==> src/rtl/adderc_mp.sv <==
// Multi-precision add/subtract sequencer: streams WIDTH-bit words LSW first,
// chaining carry/borrow across NWORDS words and emitting one registered result per word.
module adderc_mp #(
    parameter int WIDTH  = 16,
    parameter int NWORDS = 4
) (
    input  logic             clk,
    input  logic             srst,
    input  logic             enable,
    input  logic             in_valid,
    output logic             in_ready,
    input  logic [WIDTH-1:0] in_a,
    input  logic [WIDTH-1:0] in_b,
    input  logic             in_sub_nadd,
    output logic             out_valid,
    input  logic             out_ready,
    output logic [WIDTH-1:0] out_data,
    output logic             out_last,
    output logic             out_cout,
    output logic             busy
);

    localparam int IDX_W = (NWORDS > 1) ? $clog2(NWORDS) : 1;
    localparam logic [IDX_W-1:0] LAST_IDX = IDX_W'(NWORDS - 1);

    localparam logic [0:0] IDLE = 1'b0;
    localparam logic [0:0] RUN  = 1'b1;

    logic [0:0]       state_reg, state_next;
    logic [IDX_W-1:0] idx_reg, idx_next;
    logic             carry_reg;
    logic             op_reg;
    logic             out_valid_reg;
    logic [WIDTH-1:0] out_data_reg;
    logic             out_last_reg;
    logic             out_cout_reg;
    logic             busy_reg;

    logic             accept;
    logic             consume;
    logic             first_word;
    logic             last_word;
    logic             sub_eff;
    logic             cin;
    logic [WIDTH-1:0] b_eff;
    logic [WIDTH:0]   sum;

    assign in_ready   = enable && (!out_valid_reg || out_ready);
    assign accept     = in_valid && in_ready;
    assign consume    = enable && out_valid_reg && out_ready;
    assign first_word = (state_reg == IDLE);
    assign last_word  = (idx_reg == LAST_IDX);

    // Word 0 takes the op straight from the input; later words use the latched op
    // and the carry chained from the previous word.
    assign sub_eff = first_word ? in_sub_nadd : op_reg;
    assign cin     = first_word ? in_sub_nadd : carry_reg;

    genvar gi;
    generate
        for (gi = 0; gi < WIDTH; gi++) begin : g_binv
            assign b_eff[gi] = in_b[gi] ^ sub_eff;
        end
    endgenerate

    assign sum = {1'b0, in_a} + {1'b0, b_eff} + {{WIDTH{1'b0}}, cin};

    always_comb begin
        state_next = state_reg;
        idx_next   = idx_reg;
        if (accept) begin
            if (last_word) begin
                state_next = IDLE;
                idx_next   = '0;
            end else begin
                state_next = RUN;
                idx_next   = idx_reg + IDX_W'(1);
            end
        end
    end

    always_ff @(posedge clk or posedge srst) begin
        if (srst) begin
            state_reg     <= IDLE;
            idx_reg       <= '0;
            carry_reg     <= 1'b0;
            op_reg        <= 1'b0;
            out_valid_reg <= 1'b0;
            out_data_reg  <= '0;
            out_last_reg  <= 1'b0;
            out_cout_reg  <= 1'b0;
            busy_reg      <= 1'b0;
        end else begin
            state_reg <= state_next;
            idx_reg   <= idx_next;
            busy_reg  <= (state_next == RUN);
            if (accept) begin
                carry_reg    <= sum[WIDTH];
                out_data_reg <= sum[WIDTH-1:0];
                out_last_reg <= last_word;
                out_cout_reg <= last_word & sum[WIDTH];
                if (first_word) begin
                    op_reg <= in_sub_nadd;
                end
            end
            if (accept) begin
                out_valid_reg <= 1'b1;
            end else if (consume) begin
                out_valid_reg <= 1'b0;
            end
        end
    end

    assign out_valid = out_valid_reg;
    assign out_data  = out_data_reg;
    assign out_last  = out_last_reg;
    assign out_cout  = out_cout_reg;
    assign busy      = busy_reg;

endmodule
==> config.mk <==
export PLATFORM = sky130hd
export DESIGN_NAME = adderc_mp
export DESIGN_NICKNAME = d
export VERILOG_FILES = /design/src/rtl/adderc_mp.sv
export SDC_FILE = /design/constraint.sdc
export NUM_CORES = 1
export LEC_CHECK = 0
export BUFFER_PORTS_ARGS = -buffer_cell sky130_fd_sc_hd__buf_2
export CAP_MARGIN = 20
export CORE_ASPECT_RATIO = 0.5
export CORE_UTILIZATION = 50
export CTS_BUF_LIST = sky130_fd_sc_hd__clkbuf_2
export DETAILED_ROUTE_END_ITERATION = 8
export GPL_ROUTABILITY_DRIVEN = 0
export PLACE_DENSITY = 0.91
export SLEW_MARGIN = 30
export SYNTH_ARGS = -nofsm -noshare
export SYNTH_HDL_FRONTEND = slang
export SYNTH_SLANG_ARGS = --single-unit
==> constraint.sdc <==
create_clock -name clk -period 5.2 [get_ports clk]
set_input_delay 1.04 -clock clk [delete_from_list [all_inputs] [get_ports clk]]
set_output_delay 1.04 -clock clk [all_outputs]
set_load 0.05 [all_outputs]
# --- Word level (Yosys, flattened, before mapping) ---
# Index checks and enable logic that the tools add are counted.
totals:
  input_bits: 38
  word_cells: 42
  ff_bits: 24
op_classes:
  bitwise: 17
  muxes: 6
  addsub: 3
  reduce_logical: 7
  eq_ne: 1
ops:
  columns: ["cell", "n"]
  rows:
  - ["16-bit by 16-bit adder with 17-bit output", 1]
  - ["17-bit by 1-bit adder with 17-bit output", 1]
  - ["1-bit bitwise XOR", 16]
  - ["1-bit two-way mux", 5]
  - ["1-bit logical AND", 4]
  - ["2-bit by 1-bit adder with 2-bit output (second input constant)", 1]
  - ["2-bit equality test (second input constant)", 1]
  - ["2-bit two-way mux", 1]
  - ["2-bit nonzero test", 1]
  - ["1-bit AND", 1]
  - ["1-bit logical NOT", 1]
  - ["1-bit logical OR", 1]

# --- Logic depth before layout (Yosys ltp) ---
# Gate-level depths: netlist of the first run.
logic_depth:
  depth_word: 5
  depth_mapped: 11

# --- Least setup slack after synthesis of the first run ---
# OpenSTA, ideal clock, no wires.
synth_path:
  kind: "input -> register"
  start: "input port in_sub_nadd"
  end: "register out_data_reg[14] (netlist: out_data[14])"
  t_required_ns: 5.129
  path_buffers: 0
  setup_ns: 0.071
  arrival_time_ns: 3.295
  slack_ns: 1.835
  path_stages: 11
  cell_sequence: "mux2i_2 xnor2_1 fa_1 inv_1 fa_1 nor2b_1 o21bai_4 nand3b_4 a21oi_2 or4_1 nand4_1"
synth_via:
  elab_chain_cells: 4
  elab_cells_between_ends: 19
  cone_classes: "add/sub (2); mux (2); bitwise (15)"
synth_lines:
  columns: ["item", "line", "source"]
  rows:
  - ["start: declaration", "14", "input logic in_sub_nadd,"]
  - ["1-bit two-way mux", null, null]
  - ["1-bit bitwise XOR", "62", "assign b_eff[gi] = in_b[gi] ^ sub_eff;"]
  - ["16-bit by 16-bit adder with 17-bit output", "66", "assign sum = {1'b0, in_a} + {1'b0, b_eff} + {{WIDTH{1'b0}}, cin};"]
  - ["17-bit by 1-bit adder with 17-bit output *", "66", null]
  - ["end signal: assignment", "99", "out_data_reg <= sum[WIDTH-1:0];"]
  - ["end: declaration", "34", "logic [WIDTH-1:0] out_data_reg;"]
# Every way passes the cells marked *; elsewhere a longest branch is shown, timed or not.
# A chain may end at the register's enable or synchronous reset.

# --- Final worst setup path of the first run ---
layout_path:
  start: "input port in_sub_nadd"
  end: "register out_data_reg[10] (netlist: out_data[10])"
# Same word-level chain as after synthesis.

==> summary.md, run 1 <==
| Metric | Value |
|---|---|
| Max-cap violations | `0` |
| Grt ovf | `0` |
| Initial Util | `0.562` |
| Post-route setup slack | `1660 ps` |
| CP cell instances | `buf_2 -> mux2i_2 -> xnor2_1 -> fa_1 -> inv_1 -> fa_1 -> nor2b_1 -> o21ai_0 -> a21oi_1 -> a311oi_1 -> xor2_1 -> o21ai_1` |
| Share of flip-flops with an asynchronous set or reset | `1.00` |
| Slowest-stage cell, CP | `mux2i_2` |
| Cells after synthesis | `201` |
| Iter 0 DRT Violations | `99` |
| Worst VDD drop | `0.309 mV` |
| Worst-path maximum fanout | `10` |
| Yosys top cell area share | `0.334` |
| Vias in the first global route | `1621` |
| Largest net degree at the start of global routing | `42` |
| Required time worst endpoint | `5470 ps` |
| Mean Syn Cell Area | `8.96 um^2` |
| Clock sink count | `24` |
| Synth-to-Final Area Change | `19.7%` |
| Slew of the pin with the lowest slew margin | `843 ps` |
| Maximum clock frequency | `283 MHz` |
| Final HPWL DP | `3.40 mm` |
| DRC viols | `0` |
| Slew Viols, Final | `0` |
| GR Util All Layers | `0.237` |
| CTS Buf Count | `3` |
| Sequential cell area fraction in the yosys report | `0.334` |
| Most frequent CP cell | `fa_1` |
| Antenna Nets Post-Route | `0` |
| Critical Path AT | `3800 ps` |
| CTS Hold Bufs | `0` |
| IO Count | `59` |
| Synth unique cells | `39` |
| Final WL | `4.29 mm` |
| Layout Utilization | `0.672` |
| Top_reg_cell synth | `dfrtp_1` |
| Setup slack, reg-to-reg | `1880 ps` |
| Final period util | `0.680` |
| Area of the core | `3210 um^2` |
| Synth area leader | `dfrtp_1` |
| Post-CTS Setup Bufs | `0` |
| Top post-synthesis cells by count | `nand2_1, dfrtp_1, o21ai_0` |
| Worst Path Buf+Inv | `2` |
| Skew-Pair Late Insertion Delay | `360 ps` |
| CP endpoint kind | `flip-flop` |
| Ys Warns | `0` |
| # rows | `14` |
| Clk_skew | `16.8 ps` |
| Root Buffer | `clkbuf_2` |
| Port-buffer cells | `58` |
| Setup tns final | `0 ps` |
| Drt via density | `5.61` |
| Critical Path Max Stage Delay | `660 ps` |
| Chip width | `86.9 um` |
| Mapped Nets | `257` |
| Multi-input logic area | `1160 um^2` |
| Fill cells | `270` |
| Max-slew headroom | `0.427` |
| Worst hold-check path type | `flip-flop to flip-flop` |
| FF+latch count, synth | `24` |
| Die area | `3860 um^2` |
| CP Launch Type | `input pin` |
| CTS tree | `yes` |
| Reg area | `601 um^2` |
| RSZ-0062 raised after global routing | `false` |
| Crit Path Class | `input pin to flip-flop` |
| Inserted Diodes | `0` |
| Drt wl/cell | `14.0 um` |
| Tmin final | `3540 ps` |
| Dpl ws | `1250 ps` |
| Via count | `1716` |
| First drt pass iteration count | `5` |
| Initial antenna violation count | `0` |
| Synthesized area | `1800 um^2` |
| Max FFs per register | `16` |
| Final setup fails | `0` |
| Nets | `315` |
| Leakage | `1.07 nW` |
| Clk slew on worst S/H paths | `250 ps` |
| Final Hold Fails | `0` |
| # H-tree levels | `1` |
| CP startpoint | `in_sub_nadd` |
| CTS resizes | `0` |
| Status | `finished clean` |
| Power per cell area | `709 nW/um^2` |
| First-pass GRT wire length | `7.07 mm` |
| Worst hold start | `out_last` |
| Most common cell in the synthesized netlist | `nand2_1` |
| Clock buffer depth | `2` |
| Post-synth EDFFs | `0` |
| R2r startpoint | `busy` |
| Die height | `44.4 um` |
| Synth top area cells | `dfrtp_1, ha_1, xnor2_1, nand2_1, o21ai_0` |
| Layout cells sized above 1 | `0.271` |
| Power Total | `1.53 mW` |
| Cell family with most CP delay | `compound AO/OA/AOI/OAI gates` |
==> cells by family after synthesis <==
kind of cell | count (synthesis) | synth area share
muxes | 3 | 0.0195
AOI/OAI and AO/OA | 53 | 0.181
and+or+nand+nor | 64 | 0.172
buffers and inverters | 11 | 0.0243
DFF | 24 | 0.334
xor gates and xnor gates | 28 | 0.136
adders and majority gates | 18 | 0.133
==> cell type report <==
class / instances / share of cell area
repair buffers: 59 / 0.138
inverters: 5 / 0.00871
clock buffers: 3 / 0.00697
clock inverters: 1 / 0.00174
well taps: 48 / 0.0279
multi-input cells: 166 / 0.538
flip-flops and latches: 24 / 0.279
==> power breakdown <==
group          leakage (nW)  switching (mW)  internal [mW]  total [mW]
Sequential            0.296          0.0458          0.267       0.313
Clock                0.0140          0.0605         0.0167      0.0772
Combinational         0.763           0.743          0.395        1.14
==> stage by stage <==
step	instances	instance area [um^2]	hold slack (ps)
after detailed placement	302	2140	465
after global placement	302	2130	454
after floorplan	201	1800	450
after CTS	306	2150	514
final	306	2150	504
after global routing	306	2150	538
==> per-layer routing <==
layer	part of all wire	GRT usage	up-vias
li1	-	-	825
met1	0.43	0.305	793
met2	0.49	0.425	82
met3	0.058	0.0317	16
met4	0.023	0.0733	0
met5	0	0	-
==> worst reg2reg max path, stage by stage, from the launching register on <==
cell      delay, ps
dfrtp_1         500
mux2i_2         750
xnor2_1         190
fa_1            440
inv_1            90
fa_1            210
nor2b_1          90
o21ai_0         240
a21oi_1         140
a311oi_1        340
xor2_1          170
o21ai_1          70
==> cell usage in the layout, fill, tap and decap left out, types with 5 or more instances in the layout <==
cell / n
a21oi_1: 11
buf_2: 58
dfrtp_1: 24
ha_1: 16
nand2_1: 35
nand4_1: 6
nor2_1: 5
o21ai_0: 20
xnor2_1: 19
xor2_1: 9
==> final timing paths <==
check                                to  cells after the start
max reg2reg                out_data[10]                     11
min                            out_last                      2
min in group asynchronous   out_data[1]                      2
max                        out_data[10]                     12
min reg2reg                    out_last                      2
max in group asynchronous    idx_reg[1]                      2
Note: power is estimated with default switching activity, not from simulation.
==> inputs of run 2 (changes only) <==
==> constraint.sdc (replaced) <==
create_clock -name clk -period 3.49 [get_ports clk]
set_input_delay 0.698 -clock clk [delete_from_list [all_inputs] [get_ports clk]]
set_output_delay 0.698 -clock clk [all_outputs]
set_load 0.05 [all_outputs]
==> run 2 against run 1 <==
Against the previous run:
- global-route usage rose by 1.3 points
- cell count rose by 0.65%
- worst hold slack got worse by 200 ps
- largest power group unchanged
- critical path depth fell by 1
- via count rose by 1.6%
- setup slack got worse by 1100 ps
- clock skew fell by 2.4 ps
- utilization rose by 1.2 points
==> summary.md, run 2 (synthesized netlist as in run 1, its figures left out) <==
| Metric | Value |
|---|---|
| Final HPWL DP | `3.51 mm` |
| Setup slack, reg-to-reg | `540 ps` |
| Nets | `317` |
| Post-route setup slack | `543 ps` |
| Critical Path AT | `3260 ps` |
| Maximum clock frequency | `339 MHz` |
| Tmin final | `2950 ps` |
| Grt ovf | `0` |
| Inst Count DP | `304` |
| Most frequent cells in the layout | `buf_2, nand2_1, dfrtp_1, o21ai_0, xnor2_1` |
| Post-Layout Cell Count | `308` |
| Status | `finished clean` |
| Sw power | `1.29 mW` |
| Leakage | `1.09 nW` |
| Final Hold Fails | `0` |
| Power Total | `2.39 mW` |
| Area of the core | `3210 um^2` |
| Die height | `44.4 um` |
| Die area | `3860 um^2` |
| Slew of the pin with the lowest slew margin | `540 ps` |
| CTS Hold Bufs | `0` |
| Port-buffer cells | `58` |
| First-pass GRT wire length | `7.33 mm` |
| Largest net degree at the start of global routing | `29` |
| Crit Path Class | `flip-flop to flip-flop` |
| Layout cells sized above 1 | `0.277` |
| Worst-path maximum fanout | `8` |
| Skew-Pair Late Insertion Delay | `380 ps` |
| CTS resizes | `0` |
| Max-cap violations | `0` |
| Clock buffer depth | `2` |
| Initial antenna violation count | `0` |
| Power per cell area | `1090 nW/um^2` |
| Via count | `1744` |
| Internal Power | `1.10 mW` |
| CTS tree | `yes` |
| First drt pass iteration count | `4` |
| RSZ-0062 raised after global routing | `false` |
| Root Buffer | `clkbuf_2` |
| IO Count | `59` |
| # H-tree levels | `1` |
| Fill cells | `255` |
| Slew Viols, Final | `0` |
| Max FFs per register | `16` |
| Layout Utilization | `0.684` |
| Sw frac | `0.541` |
| Most common cell after layout, fill and taps aside | `buf_2` |
| GR Util All Layers | `0.250` |
| Initial Util | `0.562` |
| CTS Buf Count | `3` |
| Drt via density | `5.66` |
| Worst VDD drop | `0.452 mV` |
| Iter 0 DRT Violations | `113` |
| Chip width | `86.9 um` |
| Post-CTS Setup Bufs | `0` |
| Clk slew on worst S/H paths | `270 ps` |
| Inserted Diodes | `0` |
| Drt wl/cell | `14.5 um` |
| DRC viols | `0` |
| Part of the power in the clock network | `0.083` |
| Synth-to-Final Area Change | `21.8%` |
| CP endpoint kind | `flip-flop` |
| Setup tns final | `0 ps` |
| Dpl ws | `368 ps` |
| Logic pwr share | `0.721` |
| Worst hold-check path type | `input pin to async pin` |
| Final setup fails | `0` |
| Clock sink count | `24` |
| Required time worst endpoint | `3810 ps` |
| Vias in the first global route | `1673` |
| Clk_skew | `14.5 ps` |
| Final period util | `0.844` |
| Max-slew headroom | `0.640` |
| CP Launch Type | `flip-flop` |
| # rows | `14` |
| Antenna Nets Post-Route | `0` |
| Final WL | `4.48 mm` |
| Seq pwr share | `0.196` |
run 2: cell types whose count changed in the layout (fill, tap and decap cells not counted), sizes merged:
| cell | delta |
|---|---|
| buf | +2 |
| bufinv | +1 |
| clkinv | -1 |
run 2: cell type report:
class | count | area [um^2] | share of cell area
clock buffers | 3 | 15.0 | 0.00685
multi-input cells | 166 | 1160 | 0.527
inverters | 5 | 18.8 | 0.00856
well taps | 48 | 60.1 | 0.0274
clock inverters | 1 | 30.0 | 0.0137
flip-flops and latches | 24 | 601 | 0.274
repair buffers | 61 | 313 | 0.143
run 2: worst paths after layout:
path | from | to | depth (start not counted)
min reg2reg | out_last | out_last | 2
max | busy | out_data[6] | 11
min | srst | busy | 2
max reg2reg | busy | out_data[6] | 11
min in group clk | out_last | out_last | 2
max in group asynchronous | srst | out_data[13] | 2
run 2: metal layers:
metal,global-route usage,vias to the layer above,share of wire
met5,0,-,0
met4,0.137,0,0.041
met3,0.0466,23,0.056
met2,0.435,76,0.47
met1,0.303,822,0.43
li1,-,823,-
run 2: metrics by stage:
stage / instance area (um^2) / hold slack (ps)
after global placement: 2150 / 454
after CTS: 2190 / 509
after global routing: 2190 / 316
after floorplan: 1800 / 450
final: 2190 / 299
after detailed placement: 2150 / 460
run 2: power groups by stage:
stage                     combinational, mW  sequential (mW)  clock [mW]
after global placement                 1.62            0.469           0
after floorplan                       0.961            0.820           0
after CTS                              1.71            0.468       0.199
after detailed placement               1.69            0.475           0
final                                  1.72            0.468       0.198
after global routing                   1.86            0.486       0.209
run 2: worst max-delay path, stage by stage, from the launching register on:
cell and delay, ps:
dfrtp_1 490, mux2i_2 280, buf_4 230, xnor2_1 170, inv_1 90, fa_1 440
nor2b_1 280, o21ai_0 200, a21oi_1 280, nor2_1 100, xor2_1 150, o21ai_0 160
==> inputs of run 3 (changes only) <==
==> constraint.sdc (replaced) <==
create_clock -name clk -period 2.9 [get_ports clk]
set_input_delay 0.58 -clock clk [delete_from_list [all_inputs] [get_ports clk]]
set_output_delay 0.58 -clock clk [all_outputs]
set_load 0.05 [all_outputs]
==> run 3 against run 2 <==
Against the previous run:
- non-clock buffer count up 1
- clock skew down 9.9 ps
- utilization up 0.86 points
- critical endpoint is now out_data[10]
==> summary.md, run 3 (synthesized netlist as in run 1, its figures left out) <==
| Metric | Value |
|---|---|
| Status | `finished clean` |
| Power Total | `2.93 mW` |
| Most common cell after layout, fill and taps aside | `buf_2` |
| Drt wl/cell | `14.8 um` |
| DRC viols | `0` |
| Port-buffer cells | `58` |
| Vias in the first global route | `1627` |
| Via count | `1731` |
| Die area | `3860 um^2` |
| Most frequent cells in the layout | `buf_2, nand2_1, dfrtp_1, o21ai_0, xnor2_1` |
| Maximum clock frequency | `361 MHz` |
| Sw power | `1.58 mW` |
| Initial antenna violation count | `0` |
| Cell family with most CP delay | `compound AO/OA/AOI/OAI gates` |
| Dpl ws | `-36.9 ps` |
| Post-route setup slack | `129 ps` |
| Worst-path maximum fanout | `4` |
| CP Launch Type | `flip-flop` |
| Clk_skew | `4.54 ps` |
| Sw frac | `0.539` |
| CTS Buf Count | `3` |
| Inserted Diodes | `0` |
| Logic pwr share | `0.727` |
| Drt via density | `5.60` |
| CP cell instances | `mux2i_4 -> xnor2_1 -> fa_1 -> inv_1 -> fa_1 -> nor2b_2 -> o21ai_0 -> a21oi_1 -> a311oi_1 -> xor2_1 -> o21ai_1` |
| Iter 0 DRT Violations | `118` |
| Crit Path Class | `flip-flop to flip-flop` |
| Final Hold Fails | `0` |
| Die height | `44.4 um` |
| Slew of the pin with the lowest slew margin | `510 ps` |
| Required time worst endpoint | `3190 ps` |
| Synth-to-Final Area Change | `23.3%` |
| Part of the power in the clock network | `0.079` |
| Slowest-stage cell, CP | `dfrtp_2` |
| CP startpoint | `busy` |
| First-pass GRT wire length | `7.28 mm` |
| Seq pwr share | `0.195` |
| Clk slew on worst S/H paths | `250 ps` |
| Nets | `318` |
| Worst Path Buf+Inv | `1` |
| Leakage | `1.10 nW` |
| R2r startpoint | `busy` |
| CP endpoint kind | `flip-flop` |
| Layout cells sized above 1 | `0.291` |
| Tmin final | `2770 ps` |
| Max FFs per register | `16` |
| # H-tree levels | `1` |
| GRT busiest layer | `met2` |
| Root Buffer | `clkbuf_2` |
| Final WL | `4.59 mm` |
| Final HPWL DP | `3.54 mm` |
| Worst VDD drop | `0.683 mV` |
| Power per cell area | `1320 nW/um^2` |
| Fill cells | `250` |
| Largest net degree at the start of global routing | `29` |
| Met3 usage | `0.0336` |
| Critical Path AT | `3060 ps` |
| Area of the core | `3210 um^2` |
| Global-route track usage on met1 | `0.315` |
| GR Util All Layers | `0.246` |
| Slew Viols, Final | `0` |
| Clock buffer depth | `2` |
| CTS Hold Bufs | `0` |
| # rows | `14` |
| Clock sink count | `24` |
| Worst hold-check path type | `input pin to async pin` |
| Critical Path Max Stage Delay | `480 ps` |
| Grt ovf | `0` |
| CTS tree | `yes` |
| First drt pass iteration count | `4` |
| Most frequent CP cell | `fa_1` |
| Met2 GRT Util | `0.446` |
| IO Count | `59` |
| Final period util | `0.956` |
| Max-cap violations | `0` |
| Antenna Nets Post-Route | `0` |
| Initial Util | `0.562` |
| Chip width | `86.9 um` |
| Final setup fails | `0` |
| Skew-Pair Late Insertion Delay | `370 ps` |
| Internal Power | `1.35 mW` |
| Max-slew headroom | `0.660` |
run 3: final timing paths:
| check | end | slack, ps | depth (start not counted) |
|---|---|---|---|
| setup / recovery | out_data[10] | 130 | 11 |
| hold / removal | out_cout | 190 | 2 |
| setup reg to reg | out_data[10] | 130 | 11 |
| hold reg to reg | out_last | 510 | 2 |
| max in group asynchronous | busy | 2350 | 2 |
| min in group clk | out_last | 510 | 2 |
run 3: stage by stage:
stage | area [um^2] | setup TNS (ps) | cells | utilization | hold slack [ps]
global placement | 2170 | 0 | 305 | 0.676 | 453
finish | 2220 | 0 | 309 | 0.693 | 192
global route | 2220 | -16.1 | 309 | 0.693 | 217
floorplan | 1810 | 0 | 201 | - | 450
detailed placement | 2170 | -36.9 | 305 | 0.676 | 460
CTS | 2210 | 0 | 309 | 0.690 | 387
run 3: per-layer routing:
metal | part of all wire | vias up | routed length [um]
met4 | 0.021 | 0 | 95
met5 | 0 | - | 0
met1 | 0.41 | 791 | 1890
li1 | - | 823 | -
met3 | 0.082 | 14 | 375
met2 | 0.49 | 103 | 2230
run 3: area by class of cell:
cell class / instances / area (um^2) / share of cell area
clock buffer: 3 / 15.0 / 0.00676
clock inverter: 1 / 30.0 / 0.0135
inverter: 5 / 18.8 / 0.00845
multi-input combinational: 166 / 1170 / 0.527
sequential: 24 / 602 / 0.271
tap: 48 / 60.1 / 0.0270
timing repair buffer: 62 / 324 / 0.146
run 3: power by group through the flow:
stage / Sequential [mW] / Combinational (mW) / Clock [mW]
4_1_cts: 0.570 / 2.08 / 0.233
3_3_place_gp: 0.568 / 1.97 / 0
6_report: 0.570 / 2.13 / 0.231
3_5_place_dp: 0.576 / 2.06 / 0
2_1_floorplan: 0.992 / 1.16 / 0
5_1_grt: 0.584 / 2.29 / 0.247
run 3: repair_timing:
| item | CTS | global route |
|---|---|---|
| setup buffers | 0 | 0 |
| setup endpoints to repair | 0 | 4 |
| resized for setup | 0 | 3 |
